[config.mk]
export PLATFORM = sky130hd
export DESIGN_NAME = shared_dmem_arbiter
export DESIGN_NICKNAME = d
export VERILOG_FILES = /design/src/rtl/shared_dmem_arbiter.sv
export SDC_FILE = /design/constraint.sdc
export NUM_CORES = 1
export LEC_CHECK = 0
export CORE_AREA = 8 8 157 159
export CTS_CLUSTER_DIAMETER = 80
export DETAILED_ROUTE_END_ITERATION = 7
export DIE_AREA = 0 0 165 167
export GPL_ROUTABILITY_DRIVEN = 0
export PLACE_DENSITY = 0.66
export SLEW_MARGIN = 25
export SYNTH_ARGS = -nofsm -noshare
export SYNTH_HDL_FRONTEND = slang
export SYNTH_SLANG_ARGS = --single-unit
[constraint.sdc]
create_clock -name Clk -period 3.75 [get_ports Clk]
set_clock_uncertainty 0.05 [all_clocks]
set_input_delay 0.375 -clock Clk [delete_from_list [all_inputs] [get_ports Clk]]
set_output_delay 0.375 -clock Clk [all_outputs]
set_load 0.05 [all_outputs]
[src/rtl/shared_dmem_arbiter.sv]
// Round-robin arbiter sharing one synchronous data-memory port among NUM_CORES MEM stages,
// with a bounded lock so one core can stream consecutive SAD loads.
module shared_dmem_arbiter #(
  parameter int NUM_CORES  = 4,
  parameter int ADDR_WIDTH = 32,
  parameter int DATA_WIDTH = 32,
  parameter int MAX_BURST  = 8
) (
  input  logic                             Clk,
  input  logic                             Rst,
  input  logic [NUM_CORES-1:0]             core_req,
  input  logic [NUM_CORES-1:0]             core_we,
  input  logic [NUM_CORES-1:0]             core_lock,
  input  logic [2*NUM_CORES-1:0]           core_size,
  input  logic [ADDR_WIDTH*NUM_CORES-1:0]  core_addr,
  input  logic [DATA_WIDTH*NUM_CORES-1:0]  core_wdata,
  output logic [NUM_CORES-1:0]             core_stall,
  output logic [NUM_CORES-1:0]             core_rvalid,
  output logic [DATA_WIDTH-1:0]            core_rdata,
  output logic                             mem_en,
  output logic                             mem_we,
  output logic [1:0]                       mem_size,
  output logic [ADDR_WIDTH-1:0]            mem_addr,
  output logic [DATA_WIDTH-1:0]            mem_wdata,
  input  logic [DATA_WIDTH-1:0]            mem_rdata
);

  localparam int PTR_W = $clog2(NUM_CORES);
  localparam int BST_W = $clog2(MAX_BURST + 1);
  localparam logic [BST_W-1:0] BURST_MAX = BST_W'(MAX_BURST);
  localparam logic [PTR_W-1:0] LAST_IDX  = PTR_W'(NUM_CORES - 1);

  typedef enum logic {IDLE, LOCKED} state_t;

  state_t                 r_state;
  logic [PTR_W-1:0]       r_rr_ptr;
  logic [PTR_W-1:0]       r_owner;
  logic [BST_W-1:0]       r_burst_cnt;
  logic [NUM_CORES-1:0]   r_rd_pending;

  logic                   w_hold;
  logic [PTR_W-1:0]       w_scan_base;
  logic [PTR_W-1:0]       w_scan_ptr;
  logic [PTR_W-1:0]       w_gidx;
  logic                   w_gnt_any;
  logic [NUM_CORES-1:0]   w_grant;

  function automatic logic [PTR_W-1:0] wrap_inc(input logic [PTR_W-1:0] v);
    return (v == LAST_IDX) ? '0 : v + PTR_W'(1);
  endfunction

  // Owner keeps the port while it requests and still has burst budget left.
  assign w_hold      = (r_state == LOCKED) && core_req[r_owner] && (r_burst_cnt < BURST_MAX);
  assign w_scan_base = (r_state == LOCKED && r_burst_cnt == BURST_MAX) ? wrap_inc(r_owner)
                                                                      : r_rr_ptr;

  always_comb begin
    w_gidx     = '0;
    w_gnt_any  = 1'b0;
    w_scan_ptr = w_scan_base;
    if (w_hold) begin
      w_gidx    = r_owner;
      w_gnt_any = 1'b1;
    end else begin
      for (int k = 0; k < NUM_CORES; k++) begin
        if (!w_gnt_any && core_req[w_scan_ptr]) begin
          w_gidx    = w_scan_ptr;
          w_gnt_any = 1'b1;
        end
        w_scan_ptr = wrap_inc(w_scan_ptr);
      end
    end
  end

  always_comb begin
    w_grant = '0;
    if (w_gnt_any) w_grant[w_gidx] = 1'b1;
  end

  assign mem_en      = w_gnt_any;
  assign mem_we      = w_gnt_any & core_we[w_gidx];
  assign mem_size    = w_gnt_any ? core_size[w_gidx*2 +: 2] : 2'b00;
  assign mem_addr    = w_gnt_any ? core_addr[w_gidx*ADDR_WIDTH +: ADDR_WIDTH] : '0;
  assign mem_wdata   = w_gnt_any ? core_wdata[w_gidx*DATA_WIDTH +: DATA_WIDTH] : '0;
  assign core_stall  = core_req & ~w_grant;
  assign core_rvalid = r_rd_pending;
  assign core_rdata  = mem_rdata;

  // Grant cycle -> read-return cycle boundary; lock/round-robin bookkeeping
  always_ff @(posedge Clk or posedge Rst) begin
    if (Rst) begin
      r_state      <= IDLE;
      r_rr_ptr     <= '0;
      r_owner      <= '0;
      r_burst_cnt  <= '0;
      r_rd_pending <= '0;
    end else begin
      r_rd_pending <= w_grant & ~core_we;
      if (!w_gnt_any) begin
        r_state <= IDLE;
      end else if (w_hold && core_lock[w_gidx]) begin
        r_burst_cnt <= r_burst_cnt + BST_W'(1);
      end else if (core_lock[w_gidx]) begin
        r_state     <= LOCKED;
        r_owner     <= w_gidx;
        r_burst_cnt <= BST_W'(1);
      end else begin
        r_state  <= IDLE;
        r_rr_ptr <= wrap_inc(w_gidx);
      end
    end
  end

endmodule
==> results.md, run 1 <==
- Final hold vios: 0
- CP required: 3.32 ns
- Maximum buffer depth of the clock tree: 2
- Layout Utilization: 0.4857
- DRC errors left: 0
- Yosys warns: 0
- Mapped Nets: 875
- Synthesized instance count: 558
- Layout cells sized above 1: 0.3632
- Hold WC Path Type: input pin to asynchronous set/reset pin
- Synth area leaders: a311oi_1 16%, nand2_1 14%, a211oi_1 14%
- Max Cap Viol: 0
- Pre-Repair DR Iteration Count: 4
- Slowest CP cell: a2111oi_4
- Synth cell count leaders: 143 x nand2_1, 69 x a211oi_1, 67 x a311oi_1
- Vias: 5758
- DR iter-0 viols: 219
- Fraction of the cycle the final worst path needs: 1.022
- TritonCTS buffer count: 3
- CORE AREA: between 20000 and 25000 µm²
- Final Worst Setup Slack: -0.08306 ns
- Starting Density: 0.1686
- # nets final: 1232
- Grt total ovfl: 0
- Worst-path clk slew: ~0.050 ns
- Die extent in y: 167 µm
- Area Overhead vs Synth: 188.1%
- Worst Setup Start Kind: flip-flop
- Drt total wl: 26.21 mm
- Initial antenna violation count: 1
- Min Hold Slack: 0.4186 ns
- IO Pins: 418
- Most common cell in the netlist: nand2_1
- Clock latency on the worst-skew pair: around 0.24 ns
- Dpl cells: 1153
- Failing checks: negative setup slack
- Hold_buf cts: 0
- Max stage delay on crit path: around 0.45 ns
- Avg WL per Cell: 21.86 µm
- Antenna diode count: 0
- First-pass GRT wire length: 37.75 mm
- Final setup fails: 42
- Post-DRT Antenna Nets: 0
- Post-Syn Area: roughly 3700 µm²
- Pin count of the biggest net entering global routing: 35
- HPWL Detailed: just under 20 mm
- Flops & latches, synth: 13
- Clock Sinks: 13
- Unrepaired setup endpoints after global routing: true
- Arrival @ worst endpoint: 3.41 ns
- Fill cells: 2026
- Post-synth cell types: 51
- Vias in the first global route: 6127
- Global Route Usage Sum: 0.1738
- Post-Syn Area per Cell: 6.716 µm²
- Max-slew headroom: 0.6462
- # rows: 55
- EDFF count, synth: 0
- Status: finished with violations
- CP endpoint kind: output port
- Final cell count without fillers: about 1200
- Sequential element share of the synthesized area: 0.08681
- Pre-CTS WS: -0.3347 ns
- Port-buffer cells: 353
- CP Class: flip-flop to output port
- Root buf cell: clkbuf_16
- Synth top area share: 0.1566
- Synth Flop Type: dfrtp_1
- CP cell instances: inv_2 > ha_4 > and4b_2 > mux2_4 > a2111o_1 > a2111oi_4 > a2111oi_4 > buf_12 > buf_8 > buf_16 > a211oi_4 > a311oi_4 > buf_12
- # H-tree levels: 1
- CTS tree: yes
- Fin. max-slew vios: 0
- Max Fclk: 260.9 MHz
- Vias per cell: between 4 and 5
- Slew @ Worst Pin: between 0.5 and 0.6 ns
- Asr flop ratio synth: 1.000
- Max FO, Critical Path: 8
- Die ar.: about 28000 µm²
- Die W: between 150 and 200 µm
- Yosys top cell by area: a311oi_1
- Final min period: 3.833 ns
## final timing paths
check | startpoint | endpoint | slack [ns] | depth (start not counted)
min in group Clk | r_burst_cnt[3] | r_burst_cnt[3] | 0.54 | 1
setup reg to reg | r_burst_cnt[1] | r_owner[0] | 0.13 | 14
setup / recovery | r_burst_cnt[1] | mem_wdata[17] | -0.08 | 13
hold / removal | Rst | core_rvalid[0] | 0.42 | 2
max in group asynchronous | Rst | r_burst_cnt[1] | 2.88 | 2
hold reg to reg | r_burst_cnt[3] | r_burst_cnt[3] | 0.54 | 1
## metal layers
layer | wire length (µm) | track usage | vias to the layer above
met2 | 14000 | 0.3172 | 219
met3 | 1556 | 0.03082 | 46
met1 | 10070 | 0.2027 | 2736
met4 | 573 | 0.04350 | 0
li1 | - | - | 2757
met5 | 0 | 0 | -
## critical path: cells and delay by family, from the launching register on
kind / cells / cell delay [ns]
AOI/OAI and AO/OA: 5 / 1.29
adders and majority gates: 1 / 0.13
buffers and inverters: 5 / 0.72
DFF: 1 / 0.39
muxes: 1 / 0.33
and+or+nand+nor: 1 / 0.28
## kinds of logic after synthesis
family,Yosys count,synth area share
AND/OR/NAND/NOR,247,0.3169
AO/OA/AOI/OAI,173,0.3783
buffers and inverters,103,0.1472
multiplexers,15,0.04741
flip-flops,13,0.08681
adder cells (fa/ha/maj),7,0.02337
## metrics by stage
stage | area, µm² | TNS (ns)
after floorplan | 4823 | -2.259
after global placement | 9433 | -0.4043
after detailed placement | 9433 | -0.4507
after CTS | 10210 | -0.7077
after global routing | 10800 | -9.191
final | 10800 | -1.639
## area by class of cell
| cell class | count | area, µm² | share of cell area |
|---|---|---|---|
| clock buffers | 3 | 75.07 | 0.006954 |
| clock inverters | 1 | 5.005 | 0.0004636 |
| inverters | 10 | 53.80 | 0.004984 |
| multi-input cells | 442 | 4442 | 0.4114 |
| flip-flops and latches | 13 | 325.3 | 0.03013 |
| well taps | 285 | 356.6 | 0.03303 |
| repair buffers | 445 | 5538 | 0.5130 |
## cell usage in the layout, fill, tap and decap left out, types with 5 or more instances in the layout
| master | instances |
|---|---|
| clkdlybuf4s50_1 | 281 |
| nand2_1 | 138 |
| buf_12 | 86 |
| a311oi_4 | 58 |
| and2_1 | 54 |
| a211oi_2 | 52 |
| buf_4 | 46 |
| dfrtp_1 | 13 |
| a211oi_1 | 10 |
| buf_6 | 10 |
| and2_0 | 9 |
| a311oi_2 | 9 |
| buf_16 | 9 |
| clkbuf_16 | 8 |
| a211oi_4 | 7 |
| nor2_1 | 6 |
| nor3b_1 | 6 |
| mux2i_1 | 5 |
| nor3_1 | 5 |
| a221o_1 | 5 |
| inv_1 | 5 |
| nand3_1 | 5 |
| nand2_2 | 5 |
| and2_4 | 5 |
| buf_8 | 5 |
## sequential cells by signal (all words and copies together) (netlist names)
| signal | flops |
|---|---|
| r_state | 1 |
| r_rr_ptr | 2 |
| r_owner | 2 |
| r_burst_cnt | 4 |
| core_rvalid | 4 |
## repair_timing
item                       4_1_cts  5_1_grt
pin swaps                       29       49
resized for setup               79       77
setup buffers                   11       19
setup endpoints to repair       71       71
cloned                           7        5
Power of run 1 is left out: the tool's default activity adds up to more than one toggle a clock period on the data nets, which glitch-free logic cannot reach.
==> inputs of run 2 (changes only) <==
ABC_CLOCK_PERIOD_IN_PS = 3750   (was unset)
==> results of run 2 <==
No change in the layout: final DEF, timing and power equal those of run 1.
Power of run 2 is left out for the same reason.
